[src/rtl/adder46_share_arbiter_pkg.sv]
// adder46_share_arbiter_pkg
// Shared widths, arbitration-mode encodings and the tie-break helper used by
// the two-port shared mantissa adder.
//   A_W/B_W/SUM_W : operand A, operand B and sum widths
//   NPORTS        : number of requesters sharing the adder
//   ARB_RR/ARB_FIXED : values of the ARB_MODE parameter
package adder46_share_arbiter_pkg;

  localparam int A_W    = 46;
  localparam int B_W    = 26;
  localparam int SUM_W  = 47;
  localparam int NPORTS = 2;

  localparam int ARB_RR    = 0;
  localparam int ARB_FIXED = 1;

  // One-hot grant from the eligible mask. On a tie, port 0 wins when fixed
  // priority is selected or when port 1 was granted last.
  function automatic logic [NPORTS-1:0] arb_pick(input logic [NPORTS-1:0] elig,
                                                 input logic              last,
                                                 input logic              fixed_prio);
    arb_pick = elig;
    if (elig == 2'b11) begin
      arb_pick = (fixed_prio || last) ? 2'b01 : 2'b10;
    end
  endfunction

endpackage

[src/rtl/adder46_share_arbiter_adder.sv]
// customAdder46_20
// Purely combinational unsigned adder: 46-bit A plus zero-extended 26-bit B,
// producing a 47-bit sum whose MSB is the carry-out.
//   a   : operand A
//   b   : operand B
//   sum : {carry, A+B}
module customAdder46_20
  import adder46_share_arbiter_pkg::*;
(
  input  logic [A_W-1:0]   a,
  input  logic [B_W-1:0]   b,
  output logic [SUM_W-1:0] sum
);

  assign sum = {1'b0, a} + {{(SUM_W-B_W){1'b0}}, b};

endmodule

[src/rtl/adder46_share_arbiter.sv]
// adder46_share_arbiter
// Shares one 46+26-bit adder between two valid/ready requesters. At most one
// request is granted per cycle; its operands are registered (stage 1), added
// and written into that port's response buffer (stage 2). Each port may have
// one transaction outstanding, so its response buffer can never overflow.
//   clk, rst        : clock, synchronous active-high reset
//   req_valid/ready : request handshake, bit i = port i
//   req_a0/1, b0/1  : operands per port
//   resp_valid/ready: response handshake, bit i = port i
//   resp_sum0/1     : 47-bit sums, bit 46 = carry-out
//   busy            : registered "any transaction outstanding"
module adder46_share_arbiter
  import adder46_share_arbiter_pkg::*;
#(
  parameter int ARB_MODE = ARB_RR
) (
  input  logic              clk,
  input  logic              rst,
  input  logic [NPORTS-1:0] req_valid,
  input  logic [A_W-1:0]    req_a0,
  input  logic [A_W-1:0]    req_a1,
  input  logic [B_W-1:0]    req_b0,
  input  logic [B_W-1:0]    req_b1,
  output logic [NPORTS-1:0] req_ready,
  output logic [NPORTS-1:0] resp_valid,
  output logic [SUM_W-1:0]  resp_sum0,
  output logic [SUM_W-1:0]  resp_sum1,
  input  logic [NPORTS-1:0] resp_ready,
  output logic              busy
);

  localparam logic FIXED_PRIO = (ARB_MODE == ARB_FIXED);

  logic [NPORTS-1:0] outstanding_q, outstanding_d;
  logic              last_grant_q, last_grant_d;
  logic              op_valid_q, op_valid_d;
  logic              op_port_q, op_port_d;
  logic [A_W-1:0]    op_a_q, op_a_d;
  logic [B_W-1:0]    op_b_q, op_b_d;
  logic [NPORTS-1:0] resp_valid_q, resp_valid_d;
  logic [SUM_W-1:0]  resp_sum0_q, resp_sum0_d;
  logic [SUM_W-1:0]  resp_sum1_q, resp_sum1_d;
  logic              busy_q, busy_d;

  logic [NPORTS-1:0] resp_fire;
  logic [NPORTS-1:0] eligible;
  logic [NPORTS-1:0] grant;
  logic [SUM_W-1:0]  add_sum;

  customAdder46_20 u_adder (
    .a   (op_a_q),
    .b   (op_b_q),
    .sum (add_sum)
  );

  always_comb begin
    resp_fire = resp_valid_q & resp_ready;
    // A port whose response is being consumed this cycle may issue again
    // immediately, giving 1-per-2-cycle single-port throughput.
    eligible  = req_valid & (~outstanding_q | resp_fire);
    // Grants are suppressed while in reset so nothing is accepted then.
    grant     = rst ? '0 : arb_pick(eligible, last_grant_q, FIXED_PRIO);

    // Accept sets outstanding after consume clears it, so a same-cycle
    // consume + accept keeps the bit high.
    outstanding_d = (outstanding_q & ~resp_fire) | grant;

    last_grant_d = last_grant_q;
    if (grant[0])      last_grant_d = 1'b0;
    else if (grant[1]) last_grant_d = 1'b1;

    // Stage 1: capture operands of the granted port
    op_valid_d = |grant;
    op_port_d  = op_port_q;
    op_a_d     = op_a_q;
    op_b_d     = op_b_q;
    if (grant[0]) begin
      op_port_d = 1'b0;
      op_a_d    = req_a0;
      op_b_d    = req_b0;
    end else if (grant[1]) begin
      op_port_d = 1'b1;
      op_a_d    = req_a1;
      op_b_d    = req_b1;
    end

    // Stage 2: land the adder result in the owning port's buffer
    resp_valid_d = resp_valid_q & ~resp_fire;
    resp_sum0_d  = resp_sum0_q;
    resp_sum1_d  = resp_sum1_q;
    if (op_valid_q) begin
      if (op_port_q) begin
        resp_valid_d[1] = 1'b1;
        resp_sum1_d     = add_sum;
      end else begin
        resp_valid_d[0] = 1'b1;
        resp_sum0_d     = add_sum;
      end
    end

    busy_d = |outstanding_d;
  end

  always_ff @(posedge clk) begin
    if (rst) begin
      outstanding_q <= '0;
      last_grant_q  <= 1'b1;
      op_valid_q    <= 1'b0;
      op_port_q     <= 1'b0;
      resp_valid_q  <= '0;
      resp_sum0_q   <= '0;
      resp_sum1_q   <= '0;
      busy_q        <= 1'b0;
    end else begin
      outstanding_q <= outstanding_d;
      last_grant_q  <= last_grant_d;
      op_valid_q    <= op_valid_d;
      op_port_q     <= op_port_d;
      resp_valid_q  <= resp_valid_d;
      resp_sum0_q   <= resp_sum0_d;
      resp_sum1_q   <= resp_sum1_d;
      busy_q        <= busy_d;
    end
  end

  // Operand registers are qualified by op_valid_q and need no reset.
  always_ff @(posedge clk) begin
    op_a_q <= op_a_d;
    op_b_q <= op_b_d;
  end

  assign req_ready  = grant;
  assign resp_valid = resp_valid_q;
  assign resp_sum0  = resp_sum0_q;
  assign resp_sum1  = resp_sum1_q;
  assign busy       = busy_q;

endmodule
[config.mk]
export PLATFORM = sky130hd
export DESIGN_NAME = adder46_share_arbiter
export DESIGN_NICKNAME = d
export VERILOG_FILES = /design/src/rtl/adder46_share_arbiter_pkg.sv /design/src/rtl/adder46_share_arbiter_adder.sv /design/src/rtl/adder46_share_arbiter.sv
export SDC_FILE = /design/constraint.sdc
export NUM_CORES = 1
export LEC_CHECK = 0
export BUFFER_PORTS_ARGS = -buffer_cell sky130_fd_sc_hd__buf_2
export CELL_PAD_IN_SITES_DETAIL_PLACEMENT = 0
export CELL_PAD_IN_SITES_GLOBAL_PLACEMENT = 2
export CORE_MARGIN = 2
export CORE_UTILIZATION = 30
export CTS_CLUSTER_DIAMETER = 40
export DETAILED_ROUTE_END_ITERATION = 8
export GPL_TIMING_DRIVEN = 0
export PLACE_DENSITY_LB_ADDON = 0.1
export SYNTH_ARGS = -nofsm -noshare
export SYNTH_HDL_FRONTEND = slang
export SYNTH_SLANG_ARGS = --single-unit
[constraint.sdc]
create_clock -name clk -period 6.9 [get_ports clk]
set_input_delay 0.69 -clock clk [delete_from_list [all_inputs] [get_ports clk]]
set_output_delay 0.69 -clock clk [all_outputs]
set_load 0.01 [all_outputs]
Word-level counts from Yosys, hierarchy flattened
Cells that the tools add are included.
Word-level totals
  register bits after elaboration: 174
  bits of input ports: 150
  output and inout bits: 99
Cells by class
  mux-type cells: 12
  bitwise operators: 9
  reductions and logical operators: 6
  eq/ne operators: 1
  $add $sub $neg: 1
Operator list (number)
  46-bit 2-to-1 mux: 2
  26-bit 2-to-1 mux: 2
  46-bit by 26-bit adder with 47-bit output: 1
  2-bit AND: 4
  2-bit 2-to-1 mux: 4
  2-bit OR reduction: 3
  1-bit 2-to-1 mux: 4
  2-bit inverter: 2
  2-bit bitwise OR: 2
  2-bit AND reduction: 2
  2-bit equality test, second input constant: 1
  2-bit nonzero test: 1
  1-bit inverter: 1

Logic depth before layout (Yosys ltp)
Gate-level depths: netlist of run 1.
  depth in word-level cells: 8
  mapped depth: 11
  gate-level depth less buffers: 11

Modules after synthesis
A second synthesis of run 1 with hierarchy kept.
Second synthesis, totals
  cell total of the unflattened synthesis: 846
  area, all modules: 8742.1 µm²
By module, submodules not included
  adder46_share_arbiter: times used 1, area an instance 6919.1 µm², cells an instance 598
  customAdder46_20: times used 1, area an instance 1823.0 µm², cells an instance 248

Worst setup path after synthesis of run 1
Ideal clock, no wire load.
  path kind: input to register
  start: in rst
  end: reg op_a_q[0], enable pin
  path slack: 1.610 ns
  arrival time: 4.764 ns
  stages: 4
  cell sequence: clkbuf_1 clkbuf_1 clkbuf_1 a21oi_1
Between the ends
  cells in the longest elaborated chain, start to end: 2
Ends and longest elaborated chain
  start: declaration: line adder46_share_arbiter.sv:18  | input logic rst,
  2-bit 2-to-1 mux: line adder46_share_arbiter.sv:62  | grant = rst ? '0 : arb_pick(eligible, last_grant_q, FIXED_PRIO);
  2-bit nonzero test (no line)
  end signal: assignment: line adder46_share_arbiter.sv:128  | op_a_q <= op_a_d;
  end: declaration: line adder46_share_arbiter.sv:38  | logic [A_W-1:0] op_a_q, op_a_d;
Every way passes these cells.
A chain may end at the register's enable or synchronous reset.

Final worst setup path of run 1
  start: in resp_ready[1]
  end: out req_ready[0]
Between the ends
  cells in the longest elaborated chain, start to end: 6
Ends and longest elaborated chain
  start: declaration: line adder46_share_arbiter.sv:28  | input logic [NPORTS-1:0] resp_ready,
  2-bit AND: line adder46_share_arbiter.sv:57  | resp_fire = resp_valid_q & resp_ready;
  2-bit bitwise OR: line adder46_share_arbiter.sv:60  | eligible = req_valid & (~outstanding_q | resp_fire);
  2-bit AND: line adder46_share_arbiter.sv:60
  2-bit equality test: line adder46_share_arbiter_pkg.sv:23  | if (elig == 2'b11) begin
  2-bit 2-to-1 mux: line adder46_share_arbiter_pkg.sv:23
  2-bit 2-to-1 mux: line adder46_share_arbiter.sv:62
  end: declaration: line adder46_share_arbiter.sv:24  | output logic [NPORTS-1:0] req_ready,
Every way passes these cells.

==> results of run 1 <==
## critical path: cells and delay by family
kind                   cells  cell delay (ps)
and+or+nand+nor            5              820
buffers and inverters      5             1400
## sequential cells by signal (all words and copies together) (netlist names)
signal and cells:
last_grant_q 1, resp_sum0 47, op_a_q 46, op_port_q 1
resp_valid 2, op_valid_q 1, op_b_q 26, outstanding_q 2
resp_sum1 47, busy 1
## area by class of cell
type	instances	area, sq um
fill	2981	17000
sequential	174	4200
multi-input combinational	755	4080
timing repair buffer	250	1290
tap	378	473
clock buffer	18	439
buffer	57	218
clock inverter	14	148
inverter	10	37.5
## metrics by stage
| step | setup WS [ps] | hold slack, ps | area (sq um) | std cells | util, % |
|---|---|---|---|---|---|
| 4_1_cts | 3240 | 456 | 10900 | 1656 | 39.1 |
| 5_1_grt | 3030 | 479 | 10900 | 1656 | 39.1 |
| 2_1_floorplan | 1610 | 451 | 8520 | 996 | - |
| 6_report | 3280 | 450 | 10900 | 1656 | 39.1 |
| 3_5_place_dp | 3240 | 445 | 10300 | 1624 | 37.0 |
| 3_3_place_gp | -366 | 440 | 10200 | 1622 | 36.7 |
## power by group
group	switching [mW]	internal, mW	total [mW]	leakage (nW)
logic	0.362	0.210	0.571	2.91
registers	0.0516	1.16	1.21	1.52
clock network	0.463	0.493	0.956	0.284
total	0.876	1.86	2.74	4.71
## layout by cell type, fill, tap and decap left out, types with 3 or more instances in the layout
cell type    n
nor3_1       4
and3_1       6
xnor2_1     16
nand2b_1    11
inv_8        6
a311oi_1     8
a211oi_1    29
inv_1        9
o211ai_1     3
clkbuf_1    44
xor2_1      17
or2_2        3
nand4_1     17
a2111oi_0    9
o21ai_0     27
edfxtp_1    72
o21ai_1      4
a21o_1       6
dfxtp_1    102
o21a_1       3
a31o_2       4
clkbuf_16   17
and2_1       3
mux2i_1      4
clkinv_4     3
nand3_1     11
ha_1        26
nand2_1    338
nor2_1      77
buf_1       10
a21oi_1     76
a31oi_1      5
or3_1        8
nand3b_1     9
buf_2      251
## layer usage
layer,vias up,wire length [um],track usage [%]
met1,3408,14900,29.2
met4,0,261,4.13
li1,3979,-,-
met2,227,10900,26.0
met5,-,0,0
met3,14,1560,3.61
## worst max-delay path by stage
stage,startpoint,end,cells past startpoint
final,resp_ready[1],req_ready[0],10
after global routing,resp_valid[0],req_ready[0],8
after CTS,resp_valid[1],req_ready[0],9
after detailed placement,resp_ready[1],req_ready[0],10
after global placement,rst,op_a_q[38],5
after floorplan,rst,op_a_q[0],4
## cell families after synthesis
kind of cell / count (synthesis) / synth area share, %
muxes: 4 / 0.470
xor gates and xnor gates: 33 / 3.39
adders and majority gates: 27 / 4.05
buffers and inverters: 67 / 2.99
AOI/OAI and AO/OA: 193 / 15.2
and+or+nand+nor: 498 / 24.6
DFF: 174 / 49.3
==> results.sh, run 1 <==
export IMPL_areaGrowthSynthToFinish_pct=27.7
export IMPL_synth_top_area_cell="edfxtp_1"
export IMPL_grt_pass1_vias=7659
export IMPL_grt_usage_pct=18.6
export IMPL_clkSinkCount=174
export IMPL_antenna_cells=0
export IMPL_worstMarginPinSlew_ps=823
export IMPL_wire_per_inst_um=16.7
export IMPL_status="finished clean"
export IMPL_grt_pass1_wl_um=43500
export IMPL_rows=61
export IMPL_cp_cell_sequence="buf_2, nand2_1, nand2_1, nand2_1, nor2_1, or3_1, clkbuf_1, inv_2, buf_1, buf_2"
export IMPL_via_per_inst=4.61
export IMPL_synthArstFlopShare_pct=0
export IMPL_dr_total_vias=7628
export IMPL_cts_tree="yes"
export IMPL_clk_pin_slew_ps=70
export IMPL_cp_required_ps=6210
export IMPL_hold_violations=0
export IMPL_rrSetupSlack_ps=3700
export IMPL_setup_viol=0
export IMPL_cts_root_buf="clkbuf_16"
export IMPL_chipWidth_um=173
export IMPL_drt_iter0_markers=331
export IMPL_antenna_found_initial=0
export IMPL_synthDistinctLibCells=57
export IMPL_ys_seq_area_share_pct=49.3
export IMPL_finalNetCount=1442
export IMPL_cts_buffers=17
export IMPL_gp_congestion=0.804
export IMPL_synth_top_area_share_pct=25.4
export IMPL_yosysMostFrequentCell="nand2_1"
export IMPL_clk_latency_ps=430
export IMPL_drt_pass1_iterations=4
export IMPL_synth_edff_count=72
export IMPL_die_area_sq_um=29800
export IMPL_r2r_start="op_a_q[0]"
export IMPL_netlist_top_cells_count="nand2_1 (338), dfxtp_1 (102), a21oi_1 (77), nor2_1 (77), edfxtp_1 (72)"
export IMPL_reg2reg_depth=11
export IMPL_grt_overflow=0
export IMPL_grt_start_max_net_pins=32
export IMPL_ctsResizeCount=0
export IMPL_ys_warn_count=0
export IMPL_dieHeight_um=173
export IMPL_clockBufferDepth=2
export IMPL_slowest_delay_ps=420
export IMPL_max_freq_ghz=0.277
export IMPL_ir_drop_v=0.000162
export IMPL_ys_ff_latch=174
export IMPL_drtAntennaViolNets=0
export IMPL_holdPathStages=2
export IMPL_start_kind="input port"
export IMPL_period_share_pct=52.4
export IMPL_rsz0062_at_grt="false"
export IMPL_power_mw=2.74
export IMPL_r2r_end="resp_sum1[44]"
export IMPL_cts_setup_buffers=0
export IMPL_final_max_slew_violation_count=0
export IMPL_drc_errors=0
export IMPL_worstSetupPathType="in -> out"
export IMPL_critical_path_slowest_cell="or3_1"
export IMPL_synthCells=996
export IMPL_arrival_ps=2930
export IMPL_synth_top_flop_cell="dfxtp_1"
export IMPL_setup_tns_ps=0
export IMPL_crit_top_cell="nand2_1"
export IMPL_worst_hold_path_type="reg -> reg"
export IMPL_htreeDepth=4
export IMPL_maxCapViolCount=0
export IMPL_hold_end="resp_sum1[4]"
export IMPL_ios=249
export IMPL_routed_wl_um=27600
export IMPL_critPathCaptureType="primary output"
export IMPL_period_minus_slack_ps=3620
export IMPL_start_util_pct=30.6
export IMPL_hp_start="resp_sum1[4]"
export IMPL_synth_area_sq_um=8520
export IMPL_cp_max_fo=10
export IMPL_drive_gt1_share_pct=24.0
export IMPL_port_buffers=248
export IMPL_p_leak_nw=4.71
export IMPL_maxSlewHeadroom_pct=45.0
export IMPL_hold_buffers=0
export IMPL_syn_nets=1173
export IMPL_fin_skew_ps=11.3
export IMPL_core_area_sq_um=27900
export IMPL_p_per_area_nw_per_um2=252
export IMPL_postSynthAreaPerCell_sq_um=8.56
export IMPL_synthTopCellsByArea="edfxtp_1 (25%), dfxtp_1 (24%), nand2_1 (15%)"
export IMPL_dp_hpwl_um=22000
Power figures use the tool's default switching activity.
==> run 2, diff against run 1 <==
- clock period: 6.9 -> 3.5 ns (I/O delays scaled with it)
==> run 2 against run 1 <==
Clock skew grew 1.3 ps. Count of clock-buffer cells in the layout rose by 1. Non-clock buffer count unchanged. Register-to-register slack worse by 3400 ps. Final area rose by 0.22%. Largest cell class unchanged.
==> results.sh, run 2 (synthesis gave the netlist of run 1 again) <==
export IMPL_status="finished clean"
export IMPL_cts_tree="yes"
export IMPL_maxCapViolCount=0
export IMPL_maxSlewHeadroom_pct=51.7
export IMPL_port_buffers=248
export IMPL_die_area_sq_um=29800
export IMPL_via_per_inst=4.65
export IMPL_p_leak_nw=4.72
export IMPL_worst_hold_path_type="in -> reg"
export IMPL_clk_latency_ps=430
export IMPL_antenna_cells=0
export IMPL_cp_cell_sequence="ha_1, inv_1, fa_1, nand2b_1, a21oi_2, o21ai_2, o31a_4, o2111ai_4, nand3_2, or3_1, a311oi_1"
export IMPL_final_common_cell="nand2_1"
export IMPL_drc_errors=0
export IMPL_grt_pass1_vias=7338
export IMPL_core_area_sq_um=27900
export IMPL_grt_overflow=0
export IMPL_clkSinkCount=174
export IMPL_wl_met3_um=1730
export IMPL_grt_pass1_wl_um=42400
export IMPL_hp_start="req_a0[0]"
export IMPL_critPathCaptureType="register"
export IMPL_worstSetupPathType="reg -> reg"
export IMPL_r2r_start="op_a_q[0]"
export IMPL_final_max_slew_violation_count=0
export IMPL_period_minus_slack_ps=3230
export IMPL_wire_per_inst_um=16.6
export IMPL_cts_buffers=17
export IMPL_rsz0062_at_grt="false"
export IMPL_dr_total_vias=7694
export IMPL_drt_pass1_iterations=5
export IMPL_ios=249
export IMPL_top_layer="met4"
export IMPL_dieHeight_um=173
export IMPL_cp_required_ps=3840
export IMPL_drive_gt1_share_pct=24.0
export IMPL_setup_tns_ps=0
export IMPL_critPathLaunch="op_a_q[0]"
export IMPL_critical_path_slowest_cell="or3_1"
export IMPL_wl_met1_um=14600
export IMPL_arrival_ps=3570
export IMPL_chipWidth_um=173
export IMPL_layout_common_cells="nand2_1 (338), buf_2 (251), dfxtp_1 (102)"
export IMPL_start_util_pct=30.6
export IMPL_clk_pin_slew_ps=80
export IMPL_max_freq_ghz=0.310
export IMPL_start_kind="register"
export IMPL_power_mw=5.45
export IMPL_rows=61
export IMPL_antenna_found_initial=0
export IMPL_grt_usage_pct=18.3
export IMPL_cp_max_fo=7
export IMPL_cts_root_buf="clkbuf_16"
export IMPL_htreeDepth=4
export IMPL_areaGrowthSynthToFinish_pct=28.0
export IMPL_grt_start_max_net_pins=33
export IMPL_period_share_pct=92.3
export IMPL_routed_wl_um=27600
export IMPL_gp_congestion=0.810
export IMPL_wl_met2_um=11000
export IMPL_clockBufferDepth=2
export IMPL_slowest_delay_ps=430
export IMPL_worstMarginPinSlew_ps=720
export IMPL_ir_drop_v=0.000317
export IMPL_setup_viol=0
export IMPL_dp_hpwl_um=22000
export IMPL_fin_skew_ps=12.6
export IMPL_hold_violations=0
export IMPL_finalNetCount=1442
export IMPL_p_per_area_nw_per_um2=500
export IMPL_drtAntennaViolNets=0
export IMPL_drt_iter0_markers=374
run 2: changes by cell type in the layout (fill, tap and decap cells not counted):
| cell | delta |
|---|---|
| a2111oi_1 | +1 |
| a221oi_2 | -1 |
| buf_12 | +1 |
| a2111oi_0 | -1 |
| clkbuf_16 | +1 |
| buf_16 | -1 |
| clkinvlp_4 | -2 |
| a221oi_4 | +1 |
| clkinv_4 | +1 |
run 2: what timing repair did:
item	4_1_cts	5_1_grt
resized for setup	0	2
hold endpoints to repair	0	0
endpoints found under the setup margin	0	2
buffers inserted	0	0
hold buffers	0	0
run 2: power breakdown:
part | switching (mW) | total [mW] | internal, mW
Combinational | 0.713 | 1.13 | 0.414
Clock | 0.919 | 1.94 | 1.02
Sequential | 0.101 | 2.39 | 2.29
run 2: worst paths after layout:
check	endpoint	slack, ps	depth (start not counted)
max	resp_sum1[32]	270	11
min	op_a_q[0]	170	3
max reg2reg	resp_sum1[32]	270	11
min reg2reg	resp_sum1[4]	450	2
run 2: worst max-delay path, delay by kind of cell (launching register included):
family	cells	cell delay (ps)
AO/OA/AOI/OAI	5	1260
adder cells (fa/ha/maj)	2	600
buffers and inverters	1	60
flip-flops	1	410
AND/OR/NAND/NOR	3	790
run 2: routing by layer:
layer | track usage (%) | vias up
li1 | - | 3981
met1 | 28.0 | 3462
met2 | 25.7 | 237
met3 | 4.29 | 14
met4 | 3.92 | 0
met5 | 0 | -
run 2: through the flow:
stage	utilization, %	instance area [sq um]	setup slack (ps)	cells	hold slack [ps]
after global placement	36.8	10200	-1180	1622	440
after detailed placement	36.9	10300	284	1624	444
after floorplan	-	8530	170	996	451
after CTS	39.1	10900	186	1656	149
final	39.2	10900	270	1656	171
after global routing	39.2	10900	4.08	1656	161
run 2: final cells by class:
type / instances / area [sq um]
fill: 2980 / 17000
sequential: 174 / 4200
multi-input combinational: 755 / 4090
timing repair buffer: 250 / 1280
tap: 378 / 473
clock buffer: 19 / 464
buffer: 57 / 218
clock inverter: 13 / 141
inverter: 10 / 37.5
